==> config.mk <==
export PLATFORM = sky130hd
export DESIGN_NAME = pe_bf16_os
export DESIGN_NICKNAME = d
export VERILOG_FILES = /design/src/rtl/pe_bf16_os.sv
export SDC_FILE = /design/constraint.sdc
export NUM_CORES = 1
export LEC_CHECK = 0
export CAP_MARGIN = 20
export CORE_MARGIN = 2
export CORE_UTILIZATION = 40
export DETAILED_ROUTE_END_ITERATION = 7
export PLACE_DENSITY_LB_ADDON = 0.1
export SLEW_MARGIN = 20
export SYNTH_ARGS = -nofsm -noshare
export SYNTH_HDL_FRONTEND = slang
export SYNTH_SLANG_ARGS = --single-unit
==> constraint.sdc <==
create_clock -name clk -period 28.3 [get_ports clk]
set_input_delay 2.83 -clock clk [delete_from_list [all_inputs] [get_ports clk]]
set_output_delay 2.83 -clock clk [all_outputs]
set_load 0.05 [all_outputs]
==> src/rtl/pe_bf16_os.sv <==
// Output-stationary BF16 x BF16 -> FP32 MAC processing element with operand
// forwarding, a two-stage multiply/accumulate pipeline and a daisy-chained drain.
module pe_bf16_os #(
  parameter int DATA_WIDTH = 16,
  parameter int ACC_WIDTH  = 32,
  parameter int FTZ        = 1
) (
  input  logic                  clk,
  input  logic                  rst,
  input  logic [DATA_WIDTH-1:0] a_in,
  input  logic                  a_vld_in,
  input  logic [DATA_WIDTH-1:0] b_in,
  input  logic                  b_vld_in,
  input  logic                  acc_clr,
  input  logic                  drain,
  input  logic [ACC_WIDTH-1:0]  c_in,
  input  logic                  c_vld_in,
  output logic [DATA_WIDTH-1:0] a_out,
  output logic                  a_vld_out,
  output logic [DATA_WIDTH-1:0] b_out,
  output logic                  b_vld_out,
  output logic [ACC_WIDTH-1:0]  c_out,
  output logic                  c_vld_out,
  output logic                  busy
);

  if (DATA_WIDTH != 16) begin : g_chk_dw
    $error("pe_bf16_os: DATA_WIDTH must be 16 (BF16)");
  end
  if (ACC_WIDTH != 32) begin : g_chk_aw
    $error("pe_bf16_os: ACC_WIDTH must be 32 (FP32)");
  end
  if (FTZ != 1) begin : g_chk_ftz
    $error("pe_bf16_os: only FTZ=1 is supported");
  end

  localparam logic [31:0] QNAN = 32'h7FC0_0000;

  logic [31:0] p, acc, mul_res, add_res;
  logic        p_vld, p_clr;
  logic        issue;

  assign issue = a_vld_in & b_vld_in;
  assign busy  = p_vld;

  // ---------------- stage 1: exact BF16 product ----------------
  logic              a_nan, a_inf, a_zero, b_nan, b_inf, b_zero, ms;
  logic [15:0]       prod;
  logic signed [9:0] pe;
  logic [22:0]       pfrac;

  always_comb begin
    a_nan  = (a_in[14:7] == 8'hFF) && (a_in[6:0] != '0);
    a_inf  = (a_in[14:7] == 8'hFF) && (a_in[6:0] == '0);
    a_zero = (a_in[14:7] == 8'h00);
    b_nan  = (b_in[14:7] == 8'hFF) && (b_in[6:0] != '0);
    b_inf  = (b_in[14:7] == 8'hFF) && (b_in[6:0] == '0);
    b_zero = (b_in[14:7] == 8'h00);
    ms     = a_in[15] ^ b_in[15];
    prod   = {8'b0, 1'b1, a_in[6:0]} * {8'b0, 1'b1, b_in[6:0]};
    pe     = $signed({2'b0, a_in[14:7]}) + $signed({2'b0, b_in[14:7]})
           - 10'sd127 + $signed({9'b0, prod[15]});
    pfrac  = prod[15] ? {prod[14:0], 8'b0} : {prod[13:0], 9'b0};

    if (a_nan || b_nan || (a_inf && b_zero) || (a_zero && b_inf))
      mul_res = QNAN;
    else if (a_inf || b_inf)
      mul_res = {ms, 8'hFF, 23'b0};
    else if (a_zero || b_zero)
      mul_res = {ms, 31'b0};
    else if (pe >= 10'sd255)
      mul_res = {ms, 8'hFF, 23'b0};
    else if (pe <= 10'sd0)
      mul_res = {ms, 31'b0};
    else
      mul_res = {ms, pe[7:0], pfrac};
  end

  // ---------------- stage 2: FP32 add acc + p, RNE, FTZ ----------------
  logic              xs, ys, bs;
  logic [7:0]        xe, ye, be, le, dsh;
  logic [22:0]       xf, yf, bfr, lfr, afrac;
  logic              x_nan, x_inf, x_zero, y_nan, y_inf, y_zero;
  logic [26:0]       x27, y27, m27;
  logic [49:0]       wide;
  logic [27:0]       s28;
  logic [4:0]        lz;
  logic signed [9:0] e10;
  logic              round_up;
  logic [24:0]       m25;

  always_comb begin
    xs = acc[31]; xe = acc[30:23]; xf = acc[22:0];
    ys = p[31];   ye = p[30:23];   yf = p[22:0];
    x_nan  = (xe == 8'hFF) && (xf != '0);
    x_inf  = (xe == 8'hFF) && (xf == '0);
    x_zero = (xe == 8'h00);
    y_nan  = (ye == 8'hFF) && (yf != '0);
    y_inf  = (ye == 8'hFF) && (yf == '0);
    y_zero = (ye == 8'h00);

    if ({xe, xf} >= {ye, yf}) begin
      bs = xs; be = xe; bfr = xf; le = ye; lfr = yf;
    end else begin
      bs = ys; be = ye; bfr = yf; le = xe; lfr = xf;
    end

    // Beyond 26 places the smaller operand only contributes to sticky.
    dsh  = ((be - le) > 8'd26) ? 8'd26 : (be - le);
    x27  = {1'b1, bfr, 3'b000};
    wide = {1'b1, lfr, 26'b0} >> dsh;
    y27  = {wide[49:24], |wide[23:0]};
    s28  = (xs == ys) ? ({1'b0, x27} + {1'b0, y27}) : ({1'b0, x27} - {1'b0, y27});

    lz = '0;
    for (int unsigned i = 0; i < 27; i++)
      if (s28[i]) lz = 5'(26 - i);

    if (s28[27]) begin
      m27 = {s28[27:2], s28[1] | s28[0]};
      e10 = $signed({2'b0, be}) + 10'sd1;
    end else begin
      m27 = s28[26:0] << lz;
      e10 = $signed({2'b0, be}) - $signed({5'b0, lz});
    end

    round_up = m27[2] & (m27[1] | m27[0] | m27[3]);
    m25      = {1'b0, m27[26:3]} + {24'b0, round_up};
    if (m25[24]) begin
      e10   = e10 + 10'sd1;
      afrac = m25[23:1];
    end else begin
      afrac = m25[22:0];
    end

    if (x_nan || y_nan || (x_inf && y_inf && (xs != ys)))
      add_res = QNAN;
    else if (x_inf)
      add_res = acc;
    else if (y_inf)
      add_res = p;
    else if (x_zero && y_zero)
      add_res = {xs & ys, 31'b0};
    else if (x_zero)
      add_res = p;
    else if (y_zero)
      add_res = acc;
    else if (s28 == '0)
      add_res = '0;
    else if (e10 >= 10'sd255)
      add_res = {bs, 8'hFF, 23'b0};
    else if (e10 <= 10'sd0)
      add_res = {bs, 31'b0};
    else
      add_res = {bs, e10[7:0], afrac};
  end

  // ---------------- registers ----------------
  always_ff @(posedge clk) begin
    if (rst) begin
      a_out     <= '0;
      a_vld_out <= 1'b0;
      b_out     <= '0;
      b_vld_out <= 1'b0;
      c_out     <= '0;
      c_vld_out <= 1'b0;
      p         <= '0;
      p_vld     <= 1'b0;
      p_clr     <= 1'b0;
      acc       <= '0;
    end else begin
      a_out     <= a_in;
      a_vld_out <= a_vld_in;
      b_out     <= b_in;
      b_vld_out <= b_vld_in;
      p_vld     <= issue;
      if (issue) begin
        p     <= mul_res;
        p_clr <= acc_clr;
      end
      // Drain hands acc to the chain; a pending product seeds the next tile.
      if (drain) begin
        c_out     <= acc;
        c_vld_out <= 1'b1;
        acc       <= p_vld ? p : '0;
      end else begin
        c_out     <= c_in;
        c_vld_out <= c_vld_in;
        if (p_vld) acc <= p_clr ? p : add_res;
      end
    end
  end

endmodule

# == Word-level counts from Yosys, hierarchy flattened ==
# Cells that the tools add are included.
# word_totals
inputBits,71
register_bits,133
# op_classes
shift,2
add_sub_neg,10
mul,1
n_reduce_logical,36
bitwise,7
eq_ne,8
magnitude_cmp,6
n_mux,59
# ops
op,count
$mux W32,13
$mux W31,6
$mux W5,27
$mux W23,4
$shr A50 B8 Y50,1
$logic_not A23 Y1,2
$reduce_bool A23 Y1,2
$eq A8 B8 Y1 const B,4
$logic_not A8 Y1,4
$ge A31 B31 Y1,1
$add A27 B27 Y28,1
$logic_not A28 Y1,1
$mux W28,1
$sub A27 B27 Y28,1
$mux W27,1
$shl A27 B5 Y27,1
$add A24 B1 Y25,1
$mux W8,3
$reduce_or A24 Y1,1
$ge A10 B9 Y1 const B,2
$le A10 B1 Y1 const B,2
$mux W10,2
$mul A8 B8 Y16,1
$logic_not A7 Y1,2
other kinds (21),45

# == Depth between registers and ports, before layout ==
# depth
ltp_word,56
mapped_depth,74

# == Worst setup path after synthesis ==
# Ideal clock, no wire load.
# synth_timing
path_kind,register to register
from,register p[29]
to,register acc[7]
path_stages_with_launch,73
period_less_slack_ps,13885
required_time_ps,28204
n_path_buf,9
arrival_time_ps,13789
path_slack_ps,14415
cell_sequence,dfxtp_1 -> clkbuf_1 -> inv_1 -> ha_1 -> nand4_1 -> nor4_4 -> a22oi_1 -> nand3_1 -> nor2_2 -> clkbuf_1 -> clkbuf_1 -> buf_1 -> nand2_1 -> o21a_1 -> ha_1 -> o21ai_0 -> nand2_1 -> a21oi_1 -> (+37 left out) -> ha_1 -> a21o_1 -> a21o_1 -> a21o_1 -> nand2_1 -> nand3b_1 -> o21ai_0 -> xor2_1 -> or2_2 -> or3_1 -> inv_1 -> nand4_1 -> nor4_1 -> xnor2_1 -> o41a_2 -> nand3b_4 -> buf_6 -> o41ai_2
# synth_between
elab_chain_cells,56
word_cells_on_any_way,80
# synth_rtl
element,line_no,rtl
from (decl),39,"logic [31:0] p, acc, mul_res, add_res;"
from (signal assigned),178,p <= mul_res;
$ge A31 B31 Y1,102,"if ({xe, xf} >= {ye, yf}) begin"
$mux W8,102,
$sub A8 B8 Y8,109,dsh = ((be - le) > 8'd26) ? 8'd26 : (be - le);
$gt A8 B5 Y1,109,
$mux W8,109,
$shr A50 B8 Y50,111,"wide = {1'b1, lfr, 26'b0} >> dsh;"
$reduce_or A24 Y1,112,"y27 = {wide[49:24], |wide[23:0]};"
$sub A27 B27 Y28 / $add A27 B27 Y28 (equally long branches),113,"s28 = (xs == ys) ? ({1'b0, x27} + {1'b0, y27}) : ({1'b0, x27} - {1'b0, y27});"
(+39 left out),n/a,
$mux W32,146,else if (y_zero)
$mux W32,144,else if (x_zero)
$mux W32,142,else if (x_zero && y_zero)
$mux W32,140,else if (y_inf)
$mux W32,138,else if (x_inf)
$mux W32,136,if (x_nan || y_nan || (x_inf && y_inf && (xs != ys)))
$mux W32 (2 in series),189,if (p_vld) acc <= p_clr ? p : add_res;
$mux W32,182,if (drain) begin
to (signal assigned),185,acc <= p_vld ? p : '0;
to (signal assigned),189,
to (decl),39,
# Parallel ways exist; a longest one is shown, timed or not. The select of a mux whose other input is x is not followed.
# A chain may end at the register's enable or synchronous reset.

# == Worst setup path after layout ==
# layout_timing
from,register p[23]
to,register acc[24]
# The elaborated chain is that of the path after synthesis.

==> results.py <==
metrics = {
    "status": {
        "status": "complete, no violations",
    },
    "synthesis": {
        "ys.flop_type": "dfxtp_1",
        "post_synth_inst_count": 2696,
        "ys_seq_area_share_pct": 13.2,
        "ys_ff_latch": 125,
        "synth-edff-count": 0,
        "yosysWarnings": 0,
        "avgSynthCellArea_um2": 7.06,
        "syn-cell-area_mm2": 0.0190,
        "syn-num-nets": 2937,
        "synth_cell_type_count": 118,
        "async_reset_ff_share_pct": 0,
    },
    "power_and_ir_drop": {
        "p_sw_share_pct": 59.2,
        "intPower_uw": 869,
        "p_comb_share_pct": 78.4,
        "p_seq_share_pct": 10.5,
        "clkPwrFrac_pct": 11.1,
        "cellLeakagePower_nw": 9.04,
        "ir_drop_uv": 66.0,
        "power_density_mw_per_mm2": 98.8,
        "power_switching_mw": 1.26,
    },
    "timing": {
        "fmax_mhz": 59.2,
        "setup_viol": 0,
        "slew_headroom_pct": 22.3,
        "post-route-period-util_pct": 59.7,
        "hold_violations": 0,
        "finalCriticalPeriod_ps": 16900,
        "tns_ps": 0,
        "grt_setup_unrepaired": "false",
        "tightest_slew_ps": 1160,
        "skew_ps": 12.7,
        "drv_slew": 0,
    },
    "routing": {
        "wl_um": 83000,
        "drt-initial-drc-count": 2335,
        "viasPerCell": 6.47,
        "firstDrtPassIters": 6,
        "ant_nets": 0,
        "routedWlPerCell_um": 24.6,
        "drc": 0,
        "num_vias": 21800,
    },
    "worst_setup_path": {
        "crit_slowest_cell": "nor4b_4",
        "cp.arrival_ps": 17230,
        "path_buf_inv": 7,
        "cpLargestDelayFamily": "compound AO/OA/AOI/OAI gates",
        "worst_ep_required_time_ps": 28640,
        "critPathMaxStageDelay_ps": 990,
        "cp_max_fo": 55,
        "criticalPathCategory": "flop to flop",
        "worst_setup_path_end_kind": "flop",
        "cp-start-kind": "flop",
    },
    "placed_design": {
        "portBuffers": 138,
        "dpl.hpwl_um": 65000,
        "gp_congestion": 1.03,
        "dpl_cell_area_mm2": 0.0209,
    },
    "final_layout": {
        "diodes": 0,
        "fin_nets": 2996,
        "area_growth_pct": 13.3,
        "drive_above_1_share_pct": 6.68,
        "stdcell_area_mm2": 0.0216,
    },
    "clock_network": {
        "post_cts_resized": 0,
        "root_buffer": "clkbuf_16",
        "holdBufCountCts": 0,
        "cts_tree": "yes",
        "clk_latency_ps": 450,
        "cts_inserted_buffers": 17,
        "post-cts-setup-buffers": 0,
        "clkTransAtPathRegs_ps": 60,
        "clock-sinks": 125,
        "clockBufferDepth": 2,
        "htree_levels": 4,
    },
    "die": {
        "rows": 79,
        "io_pins": 139,
        "die-area_mm2": 0.0493,
        "fp.dieW_um": 222,
        "die_y_um": 222,
        "start_util_pct": 40.7,
        "core-area_mm2": 0.0468,
    },
    "job": {
        "cap_violations": 0,
    },
    "global_route": {
        "grt_overflow_total": 0,
        "grt_util_met3_pct": 5.53,
        "grt_pass1_wl_um": 126000,
        "track_usage_pct": 32.5,
        "grt_max_degree": 75,
        "use_met1_pct": 43.6,
        "grtUsageMet2_pct": 51.9,
        "grt_pass1_vias": 20400,
        "antenna_found_initial": 2,
        "gr-max-usage-layer": "met2",
    },
    "worst_hold_path": {
        "min_path_type": "flop to flop",
    },
}
-- routing by layer --
metal | vias to the layer above | routed length [µm]
li1 | 10100 | -
met4 | 2 | 3530
met5 | - | 13
met1 | 10500 | 35500
met3 | 196 | 6840
met2 | 1087 | 37100
-- stage by stage --
step / setup WS [ps] / instances / hold slack (ps) / total power, mW / utilization [%]
6_report: 11400 / 3375 / 550 / 2.13 / 46.1
5_1_grt: 10100 / 3375 / 586 / 2.26 / 46.1
4_1_cts: 11910 / 3375 / 556 / 2.08 / 46.1
3_5_place_dp: 12000 / 3343 / 543 / 1.84 / 44.8
3_3_place_gp: 12100 / 3343 / 539 / 1.86 / 44.8
2_1_floorplan: 14420 / 2696 / 478 / 1.34 / -
-- state kept, by name (all words and copies together), names as in the netlist --
register,cells
a_out,16
a_vld_out,1
acc,32
b_out,16
b_vld_out,1
busy,1
c_out,32
c_vld_out,1
p,24
p_clr,1
-- final timing paths --
| check | slack (ps) | end | startpoint | depth (start not counted) |
|---|---|---|---|---|
| worst min register to register | 550 | acc[31] | acc[31] | 2 |
| worst max register to register | 11400 | acc[24] | p[23] | 60 |
| worst max-delay path | 11400 | acc[24] | p[23] | 60 |
| worst min-delay path | 550 | acc[31] | acc[31] | 2 |
-- power groups by stage --
stage	combinational [mW]	clock [mW]	sequential [mW]
detailed placement	1.61	0	0.225
global placement	1.63	0	0.224
finish	1.67	0.237	0.223
global route	1.78	0.248	0.223
floorplan	1.12	0	0.227
CTS	1.62	0.239	0.221
-- kinds of logic (layout without fill, tap and decap cells) --
group	after synthesis	after routing	share of synthesized area [%]
buf+inv	301	373	6.27
compound gates	844	844	30.4
xor+xnor	73	73	3.40
fa+ha+maj	170	170	12.7
mux	95	95	5.31
flops	125	125	13.2
simple gates	1088	1088	28.8
-- layout by cell type, fill, tap and decap left out, types with 30 or more instances in the layout --
cell / n
xnor2_1: 40
buf_4: 44
nand3_1: 86
and2_1: 66
and3_1: 30
clkdlybuf4s50_1: 136
dfxtp_1: 125
inv_1: 158
o211ai_1: 37
nor4_1: 41
o22ai_1: 32
a21o_1: 41
o21ai_0: 127
fa_1: 39
nand4_1: 47
nor3_1: 75
xor2_1: 30
mux2i_1: 78
a21oi_1: 227
ha_1: 130
nor2_1: 278
nor2b_1: 52
a211oi_1: 38
nand2_1: 265
-- worst min-delay path: stages (launching register included) --
cell and delay, ps:
dfxtp_1 330, mux2i_1 130, nor2_1 50
-- cell type report --
class                      count  area, µm²
clock buffer                  19        443
fill                        4853      25200
inverter                     160        601
timing repair buffer         181       1700
clock inverter                13        178
sequential                   125       2500
tap                          607        759
multi-input combinational   2270      15400
-- Yosys cell counts (18+ instances only) --
master / number / area (µm²)
nor2_1: 278 / 1040
nand2_1: 265 / 995
a21oi_1: 228 / 1140
inv_1: 158 / 593
ha_1: 131 / 1640
o21ai_0: 128 / 641
dfxtp_1: 125 / 2500
clkbuf_1: 95 / 357
nand3_1: 86 / 430
mux2i_1: 78 / 781
nor3_1: 76 / 380
and2_1: 66 / 413
nor2b_1: 52 / 325
nand4_1: 47 / 294
xnor2_1: 42 / 368
a21o_1: 41 / 308
nor4_1: 41 / 257
fa_1: 39 / 781
a211oi_1: 38 / 285
o211ai_1: 37 / 278
o22ai_1: 32 / 200
and3_1: 30 / 188
xor2_1: 30 / 263
a31oi_1: 29 / 181
nand2b_1: 28 / 175
or3_1: 25 / 156
o21bai_1: 24 / 180
a22oi_1: 20 / 150
buf_2: 20 / 100
o21a_1: 20 / 150
buf_1: 18 / 67.6
or2_2: 18 / 113
(Power assumes the default switching activity.)
